<file path="config.mk">
export PLATFORM = sky130hd
export DESIGN_NAME = aipp_t_noc_router_v3
export DESIGN_NICKNAME = d
export VERILOG_FILES = /design/src/rtl/aipp_t_noc_router_v3.sv
export SDC_FILE = /design/constraint.sdc
export NUM_CORES = 1
export LEC_CHECK = 0
export BUFFER_PORTS_ARGS = -buffer_cell sky130_fd_sc_hd__buf_2
export CAP_MARGIN = 20
export CORE_MARGIN = 1.5
export CORE_UTILIZATION = 40
export DETAILED_ROUTE_END_ITERATION = 8
export PLACE_DENSITY = 0.68
export SLEW_MARGIN = 20
export SYNTH_ARGS = -nofsm -noshare
export SYNTH_HDL_FRONTEND = slang
export SYNTH_SLANG_ARGS = --single-unit
</file>
<file path="constraint.sdc">
create_clock -name clk -period 14.7 [get_ports clk]
set_input_delay 0.735 -clock clk [delete_from_list [all_inputs] [get_ports clk]]
set_output_delay 0.735 -clock clk [all_outputs]
set_load 0.01 [all_outputs]
</file>
<file path="src/rtl/aipp_t_noc_router_v3.sv">
// aipp_t_noc_router_v3: crossbar that routes around thermally inhibited ports and keeps AIPP-T shadow telemetry
module aipp_t_noc_router_v3 #(
  parameter int DATA_WIDTH = 32,
  parameter int NUM_PORTS = 4,
  parameter int CNT_WIDTH = 64,
  parameter int SYNC_STAGES = 2,
  parameter int HOLD_CYCLES = 8,
  localparam int DEST_W = $clog2(NUM_PORTS)
) (
  input  logic clk,
  input  logic rst_n,
  input  logic [NUM_PORTS-1:0] mode_active,
  input  logic cnt_clear,
  input  logic [NUM_PORTS-1:0] thermal_inhibit_aipp_t,
  input  logic [NUM_PORTS-1:0] thermal_inhibit_legacy,
  output logic [NUM_PORTS-1:0] thermal_ack,
  output logic [CNT_WIDTH-1:0] shadow_event_counter,
  output logic [CNT_WIDTH-1:0] shadow_saved_crashes,
  output logic [CNT_WIDTH-1:0] shadow_legacy_crashes,
  output logic [CNT_WIDTH-1:0] shadow_aipp_t_release,
  input  logic [NUM_PORTS-1:0] in_valid,
  input  logic [NUM_PORTS*DATA_WIDTH-1:0] in_data,
  input  logic [NUM_PORTS*DEST_W-1:0] in_dest,
  output logic [NUM_PORTS-1:0] in_ready,
  output logic [NUM_PORTS-1:0] out_valid,
  output logic [NUM_PORTS*DATA_WIDTH-1:0] out_data,
  input  logic [NUM_PORTS-1:0] out_ready
);
  localparam int HW = HOLD_CYCLES > 0 ? $clog2(HOLD_CYCLES + 1) : 1;
  logic [NUM_PORTS-1:0] a_sync [SYNC_STAGES];
  logic [NUM_PORTS-1:0] l_sync [SYNC_STAGES];
  logic [NUM_PORTS-1:0] aipp_s, legacy_s, mode_q, aipp_q, legacy_q, sel, sel_q, eff;
  logic [HW-1:0] hold_cnt [NUM_PORTS];
  logic [NUM_PORTS-1:0] ev_s, ev_l, ev_r;
  logic [5:0] n_s, n_l, n_r;
  logic [NUM_PORTS-1:0] tgt_v, taken, loadable, ld_v;
  logic [DEST_W-1:0] tgt [NUM_PORTS];
  logic [DEST_W-1:0] k;
  logic [DATA_WIDTH-1:0] ld_d [NUM_PORTS];

  // Widened add clamps at all-ones instead of wrapping; 6 extra bits cover two 16-port popcounts.
  function automatic logic [CNT_WIDTH-1:0] sat_add(input logic [CNT_WIDTH-1:0] c, input logic [5:0] inc);
    logic [CNT_WIDTH+5:0] s;
    s = {6'd0, c} + {{CNT_WIDTH{1'b0}}, inc};
    return |s[CNT_WIDTH+5:CNT_WIDTH] ? '1 : s[CNT_WIDTH-1:0];
  endfunction

  assign aipp_s = a_sync[SYNC_STAGES-1];
  assign legacy_s = l_sync[SYNC_STAGES-1];
  assign sel = (mode_q & aipp_s) | (~mode_q & legacy_s);
  assign thermal_ack = eff;
  assign ev_s = ~mode_q & aipp_s & ~aipp_q & ~legacy_s;
  assign ev_l = ~mode_q & legacy_s & ~legacy_q;
  assign ev_r = ~mode_q & ~aipp_s & aipp_q & ~legacy_s;
  assign n_s = 6'($countones(ev_s));
  assign n_l = 6'($countones(ev_l));
  assign n_r = 6'($countones(ev_r));

  // Bring both asynchronous inhibit buses into the clock domain.
  always_ff @(posedge clk or negedge rst_n)
    if (!rst_n) begin
      for (int s = 0; s < SYNC_STAGES; s++) begin
        a_sync[s] <= '0;
        l_sync[s] <= '0;
      end
    end else begin
      a_sync[0] <= thermal_inhibit_aipp_t;
      l_sync[0] <= thermal_inhibit_legacy;
      for (int s = 1; s < SYNC_STAGES; s++) begin
        a_sync[s] <= a_sync[s-1];
        l_sync[s] <= l_sync[s-1];
      end
    end

  // Mode register, edge history and the post-release hold-off counters.
  always_ff @(posedge clk or negedge rst_n)
    if (!rst_n) begin
      mode_q <= '0;
      aipp_q <= '0;
      legacy_q <= '0;
      sel_q <= '0;
      for (int p = 0; p < NUM_PORTS; p++) hold_cnt[p] <= '0;
    end else begin
      mode_q <= mode_active;
      aipp_q <= aipp_s;
      legacy_q <= legacy_s;
      sel_q <= sel;
      for (int p = 0; p < NUM_PORTS; p++)
        hold_cnt[p] <= (sel_q[p] & ~sel[p]) ? HW'(HOLD_CYCLES) : hold_cnt[p] - HW'(hold_cnt[p] != '0);
    end

  // A port stays inhibited while selected or while its hold-off is still running.
  always_comb
    for (int p = 0; p < NUM_PORTS; p++) eff[p] = sel[p] | (hold_cnt[p] != '0);

  // Shadow telemetry; clear beats any increment in the same cycle.
  always_ff @(posedge clk or negedge rst_n)
    if (!rst_n) begin
      shadow_event_counter <= '0;
      shadow_saved_crashes <= '0;
      shadow_legacy_crashes <= '0;
      shadow_aipp_t_release <= '0;
    end else if (cnt_clear) begin
      shadow_event_counter <= '0;
      shadow_saved_crashes <= '0;
      shadow_legacy_crashes <= '0;
      shadow_aipp_t_release <= '0;
    end else begin
      shadow_event_counter <= sat_add(shadow_event_counter, n_s + n_l);
      shadow_saved_crashes <= sat_add(shadow_saved_crashes, n_s);
      shadow_legacy_crashes <= sat_add(shadow_legacy_crashes, n_l);
      shadow_aipp_t_release <= sat_add(shadow_aipp_t_release, n_r);
    end

  // Redirect each input to the first free port from its dest, then grant outputs lowest input first.
  always_comb begin
    loadable = ~out_valid | out_ready;
    tgt_v = '0;
    taken = '0;
    in_ready = '0;
    ld_v = '0;
    k = '0;
    for (int j = 0; j < NUM_PORTS; j++) begin
      tgt[j] = '0;
      ld_d[j] = '0;
    end
    for (int j = 0; j < NUM_PORTS; j++) begin
      for (int s = NUM_PORTS - 1; s >= 0; s--) begin
        k = in_dest[j*DEST_W +: DEST_W] + DEST_W'(s);
        if (!eff[k]) begin
          tgt_v[j] = 1'b1;
          tgt[j] = k;
        end
      end
      if (in_valid[j] && tgt_v[j] && !taken[tgt[j]]) begin
        taken[tgt[j]] = 1'b1;
        in_ready[j] = loadable[tgt[j]];
        ld_v[tgt[j]] = loadable[tgt[j]];
        ld_d[tgt[j]] = in_data[j*DATA_WIDTH +: DATA_WIDTH];
      end
    end
  end

  // Output registers reload only when empty or being drained this cycle.
  always_ff @(posedge clk or negedge rst_n)
    if (!rst_n) begin
      out_valid <= '0;
      out_data <= '0;
    end else begin
      for (int i = 0; i < NUM_PORTS; i++)
        if (loadable[i]) begin
          out_valid[i] <= ld_v[i];
          if (ld_v[i]) out_data[i*DATA_WIDTH +: DATA_WIDTH] <= ld_d[i];
        end
    end
endmodule
</file>
==> impl_metrics.toml, run 1 <==
[cts]
cts_tree = "built"
cts_buffers = 51
clkTransAtPathRegs_ns = 0.06
clk_latency_ns = 0.62
clockRootBuffer = "clkbuf_16"
clkSinkCount = 436
cts_hold_buf = 0
h-tree-depth = 2
cts_buffer_depth = 3
ctsResizeCount = 0
post-cts-setup-buffer-count = 0

[synth]
synth_commonest_cells = "dfrtp_1 (436), a21oi_1 (323), nor2_1 (195), nand2_1 (164), clkbuf_1 (144)"
synth-seq-cells = 436
netlist_area_um2 = 24200
syn_nets = 2670
synth_cell_type_count = 78
synth_cells = 2478
synth_largest_area_cell = "dfrtp_1"
synthTopCellsByArea = "dfrtp_1 (45%), a21oi_1 (6.7%), xor2_1 (4.8%)"
async_flop_share_pct = 100
syn_area_per_cell_um2 = 9.75
synth_most_common_cell = "dfrtp_1"
synth_edf_count = 0
yosysWarningCount = 0
seq_area_frac_synth_pct = 45.2
synth-main-ff-cell = "dfrtp_1"
synth_top_area_share_pct = 45.2

[cells_and_area]
layout.nets = 3141
stdcell_count = 3776
multiInputGateArea_um2 = 12500
drive_gt1_share_pct = 25.8
seqCellArea_um2 = 10900
areaGrowthSynthToFinish_pct = 22.0
fillers = 5485

[global_route]
grt_usage_pct = 26.3
antenna_found_initial = 20
grt_pass1_wl_um = 131000
grt_max_degree = 96
grt_pass1_vias = 22400
gr-total-overflow = 0

[sta]
setup_violations = 0
fin_skew_ns = 0.0312
fin_crit_sh_pct = 39.2
relSlewSlack_pct = 26.0
worst_slew_pin_slew_ns = 1.11
rsz0062_at_grt = "false"
fin_hold_ws_ns = 0.107
fmax_ghz = 0.173
maxSlewViolCount = 0
hold_viol_final = 0
fin_tns_setup_ns = 0
period_needed_ns = 5.77

[critical_path]
path_max_fanout = 39
cp.arrival_ns = 5.03
critPathLaunchType = "flip-flop"
critPathCaptureType = "output port"
critPathRequiredTime_ns = 13.97
worstSetupPathType = "flip-flop to output port"

[flow_run]
cap_violations = 0

[floorplan]
ios = 555
initial_core_util_pct = 40.7
core_area_um2 = 59400
die-area_um2 = 61900
num_rows = 89
die_x_um = 249
die_y_um = 249

[run_status]
status = "finished, final reports clean"

[pwr]
p_leak_nw = 13.8
max-vdd-ir-drop_v = 0.0000902
power_density_nw_per_um2 = 130
p_total_w = 0.00384

[route]
firstDrtPassIters = 7
drc = 0
via_per_inst = 6.02
routedWlPerCell_um = 22.3
routed_wl_um = 84200
via_count = 22700
ant_nets = 0
dr.first_iter.drc_count = 2143

[hold_path]
hold_class = "primary input to asynchronous set/reset pin"

[place]
hpwl_um = 57700
gp_congestion = 0.935
portBuffers = 554
placedCellCount = 3669
state kept, by name, indices dropped and copies added, names as in the netlist, 16 cells and up:
signal and cells:
hold_cnt 16, out_data 128, shadow_aipp_t_release 64, shadow_event_counter 64, shadow_legacy_crashes 64, shadow_saved_crashes 64
metrics by stage:
stage | utilization (%) | setup WS (ns) | cell area (um2)
after CTS | 49.6 | 8.90 | 29400
after floorplan | - | 9.97 | 24200
after global routing | 49.6 | 8.48 | 29500
after detailed placement | 46.6 | 8.97 | 27700
after global placement | 46.6 | 9.17 | 27600
final | 49.6 | 8.93 | 29500
path summary, 6_finish.rpt:
| path | start | endpoint | slack (ns) | cells after the start |
|---|---|---|---|---|
| worst max register to register | mode_q[1]$_DFF_PN0_ | shadow_legacy_crashes[27]$_DFF_PN0_ | 8.95 | 13 |
| max in group asynchronous | rst_n | shadow_aipp_t_release[37]$_DFF_PN0_ | 11.54 | 4 |
| min in group clk | mode_active[2] | mode_q[2]$_DFF_PN0_ | 0.23 | 1 |
| worst min register to register | l_sync[5]$_DFF_PN0_ | legacy_s[1]$_DFF_PN0_ | 0.35 | 0 |
| worst min-delay path | rst_n | out_data[26]$_DFFE_PN0P_ | 0.11 | 1 |
| worst max-delay path | mode_q[2]$_DFF_PN0_ | in_ready[2] | 8.93 | 12 |
critical path, stage by stage (launching register included):
cell and delay (ns):
dfrtp_1 0.43, mux2i_2 0.51, inv_2 0.20, o22ai_2 0.36, o21ai_1 0.34, nor2b_4 0.18
buf_4 0.49, nor3_4 0.21, buf_4 0.29, o21ai_0 0.16, o21ai_0 0.11, a2111oi_1 0.82
buf_2 0.29
power by group:
group / leakage (nW) / switching (W) / internal (W)
clock: 0.855 / 0.000539 / 0.000791
combinational: 6.97 / 0.000585 / 0.000415
sequential: 5.92 / 0.000122 / 0.00139
placed cells by master, fill, tap and decap left out, drive strengths merged, types with 38 or more instances in the layout:
cell type	count
buf	586
dfrtp	436
a21oi	324
nor2	197
nand2	164
xor2	133
mux2	128
nand3	126
xnor2	96
nand4	85
and3	72
clkbuf	72
inv	64
a221oi	38
logic make-up (layout without fill, tap and decap cells):
| group | Yosys count | in the layout | share of synthesized area (%) |
|---|---|---|---|
| AO/OA/AOI/OAI | 619 | 619 | 17.5 |
| XOR/XNOR | 229 | 229 | 8.30 |
| adder cells (fa/ha/maj) | 33 | 33 | 2.05 |
| buffers and inverters | 229 | 738 | 3.77 |
| flip-flops | 436 | 436 | 45.2 |
| multiplexers | 143 | 143 | 6.60 |
| other | 0 | 16 | 0 |
| AND/OR/NAND/NOR | 789 | 789 | 16.6 |
routing by layer:
| metal | part of all wire [%] | wire length [um] | track usage, % |
|---|---|---|---|
| met1 | 39 | 33000 | 33.0 |
| met3 | 9.2 | 7760 | 6.97 |
| met5 | 0.082 | 69 | 0 |
| met2 | 47 | 39300 | 42.1 |
| met4 | 4.9 | 4140 | 12.6 |
cell type report:
class | instances | area share [%]
sequential | 436 | 37.0
clock buffer | 72 | 4.87
tap | 773 | 3.28
inverter | 61 | 0.777
timing repair buffer | 586 | 10.3
clock inverter | 19 | 1.09
multi-input combinational | 1813 | 42.5
antenna | 16 | 0.136
Power figures use the tool's default switching activity.
==> inputs of run 2 (changes only) <==
- ABC_AREA: unset -> 1
- PLACE_DENSITY: 0.68 -> 0.69
- clock period: 14.7 -> 5.2 ns (I/O delays scaled with it)
==> impl_metrics.toml, run 2 <==
[cells_and_area]
stdcell_count = 5917
final_common_cell = "nand2_1"
largest_reg_flops = 128
drive_gt1_share_pct = 18.8
layout_common_cells = "nand2_1 (1,027), inv_1 (753), buf_2 (552)"
areaGrowthSynthToFinish_pct = 22.0
regMostFlops = "out_data"
layout.nets = 5085

[synth]
synth-main-ff-cell = "dfrtp_1"
synth_commonest_cells = "nand2_1 (1,033), inv_1 (756), dfrtp_1 (436), o21ai_0 (411), nor2_1 (315)"
synth_cell_type_count = 59
synthTopCellsByArea = "dfrtp_1 (37%), nand2_1 (13%), inv_1 (9.6%)"
synth-seq-cells = 436
seq_area_frac_synth_pct = 36.7
async_flop_share_pct = 100
synth_most_common_cell = "nand2_1"
synth_largest_area_cell = "dfrtp_1"
synth_top_area_share_pct = 36.7
synth_edf_count = 0
syn_area_per_cell_um2 = 6.86
synth_cells = 4326
yosysWarningCount = 0
netlist_area_um2 = 29700
syn_nets = 4518

[global_route]
grt_max_degree = 126
grt_pass1_wl_um = 174000
grt_usage_pct = 29.4
grt_pass1_vias = 29900
gr-total-overflow = 0
antenna_found_initial = 22

[floorplan]
die_y_um = 275
num_rows = 99
core_area_um2 = 73200
die-area_um2 = 75900
die_x_um = 275
ios = 555
initial_core_util_pct = 40.6

[sta]
period_needed_ns = 5.23
fin_skew_ns = 0.0633
maxSlewViolCount = 0
relSlewSlack_pct = 29.7
fin_ws_ns = -0.0331
setup_violations = 2
fmax_ghz = 0.191
rsz0062_at_grt = "true"
fin_crit_sh_pct = 101
worst_slew_pin_slew_ns = 1.05
hold_viol_final = 0
fin_hold_ws_ns = 0.0321

[cts]
clk_latency_ns = 0.66
cts_buffer_depth = 3
cts_buffers = 53
h-tree-depth = 2
cts_tree = "built"
clkSinkCount = 436
clkTransAtPathRegs_ns = 0.07
clockRootBuffer = "clkbuf_16"

[route]
routed_wl_um = 116000
via_count = 32200
routedWlPerCell_um = 19.6
dr.first_iter.drc_count = 3347
via_per_inst = 5.43
drc = 0
ant_nets = 0
firstDrtPassIters = 8

[critical_path]
crit_path_start = "legacy_s[0]$_DFF_PN0_"
cpMostUsedCell = "nand2_2"
critPathLaunchType = "flip-flop"
critPathRequiredTime_ns = 5.74
worstSetupPathType = "flip-flop to flip-flop"
cp_slowest_cell = "fa_1"
cp.arrival_ns = 5.78
path_max_fanout = 4
critPathCaptureType = "flip-flop"
critPathTopFamily = "adder cells"
critical_path_buf_inv_count = 5
critPathMaxStageDelay_ns = 0.49
r2r_start = "legacy_s[0]$_DFF_PN0_"

[flow_run]
cap_violations = 0

[place]
place_ws_ns = -0.162
portBuffers = 554
hpwl_um = 83500
placedCellCount = 5750
gp_congestion = 0.977

[pwr]
combPwrFrac_pct = 32.1
p_int_w = 0.00733
pwr-share-clk_pct = 32.6
p_leak_nw = 19.1
p_total_w = 0.0120
sw_frac_of_total_pct = 39.1
power_density_nw_per_um2 = 333
seq_power_share_pct = 35.2
max-vdd-ir-drop_v = 0.000293
power_switching_w = 0.00471

[run_status]
violations = "setup timing"
status = "complete, but fails checks"

[hold_path]
min_from = "in_data[100]"
hold_class = "primary input to flip-flop"
-- run 2: changes by cell type in the layout (fill, tap and decap cells not counted), moves of 68 or more --
cell     before   now
a21oi_1     323    85
and3_1       71     2
buf_4        31   104
inv_1        54   753
mux2_1       75     0
nand2_1     164  1027
nand3_1     124   275
nand4_1      85   194
nor2_1      195   300
nor3_1       31   123
o21ai_0      14   408
xnor2_1      96    28
-- run 2: path summary, 6_finish.rpt --
kind / to / slack, ns / cells past startpoint
worst min register to register: legacy_s[0]$_DFF_PN0_ / 0.33 / 0
min in group asynchronous: shadow_legacy_crashes[48]$_DFF_PN0_ / 0.20 / 2
max in group asynchronous: shadow_saved_crashes[49]$_DFF_PN0_ / 3.70 / 3
worst max-delay path: shadow_event_counter[41]$_DFF_PN0_ / -0.03 / 31
worst min-delay path: out_data[68]$_DFFE_PN0P_ / 0.03 / 5
worst max register to register: shadow_event_counter[41]$_DFF_PN0_ / -0.03 / 31
-- run 2: cell type report --
cell class                      instances  area, um2
Clock inverter                         30        365
Timing Repair Buffer                  693       3960
Antenna cell                           20       50.0
Tap cell                              959       1200
Fill cell                            7324      37000
Sequential cell                       436      10900
Inverter                              781       2930
Clock buffer                           70       1490
Multi-Input combinational cell       2928      15300
-- run 2: logic make-up after synthesis --
| group | count (synthesis) | synth area share, % |
|---|---|---|
| and+or+nand+nor | 2127 | 32.8 |
| buffers and inverters | 962 | 12.8 |
| AOI/OAI and AO/OA | 608 | 11.3 |
| DFF | 436 | 36.7 |
| xor gates and xnor gates | 160 | 4.74 |
| adders and majority gates | 33 | 1.67 |
-- run 2: power groups by stage --
stage                     logic [W]  registers [W]  clock network [W]
after floorplan             0.00214        0.00442                  0
after global placement      0.00369        0.00427                  0
after detailed placement    0.00375        0.00428                  0
after CTS                   0.00379        0.00422            0.00401
after global routing        0.00423        0.00429            0.00415
final                       0.00387        0.00424            0.00393
-- run 2: per-stage QoR --
step	utilization, %	TNS, ns	area, um2
after global routing	49.5	-0.792	36200
after detailed placement	45.9	-0.499	33600
after global placement	45.9	-0.271	33600
after CTS	48.9	0	35800
final	49.5	-0.0451	36200
after floorplan	-	0	29700
-- run 2: timing repair --
action | 4_1_cts | 5_1_grt
pin swaps | 1 | 29
gates resized for setup | 5 | 61
hold buffers | 29 | 0
gates cloned | 0 | 0
buffers inserted | 0 | 18
setup endpoints to repair | 7 | 71
endpoints found under the hold margin | 136 | 0
-- run 2: worst reg2reg max path: cells and delay by family (launching register included) --
kind / cells / cell delay, ns
compound gates: 3 / 0.32
fa+ha+maj: 6 / 2.01
flops: 1 / 0.44
buf+inv: 5 / 0.39
simple gates: 17 / 2.00
-- run 2: layer usage --
layer / global-route usage, % / vias up / share of wire, %
li1: - / 15100 / -
met1: 38.7 / 15000 / 40
met2: 44.0 / 1672 / 44
met3: 7.89 / 350 / 11
met4: 15.4 / 12 / 5.2
met5: 0 / - / 0.054
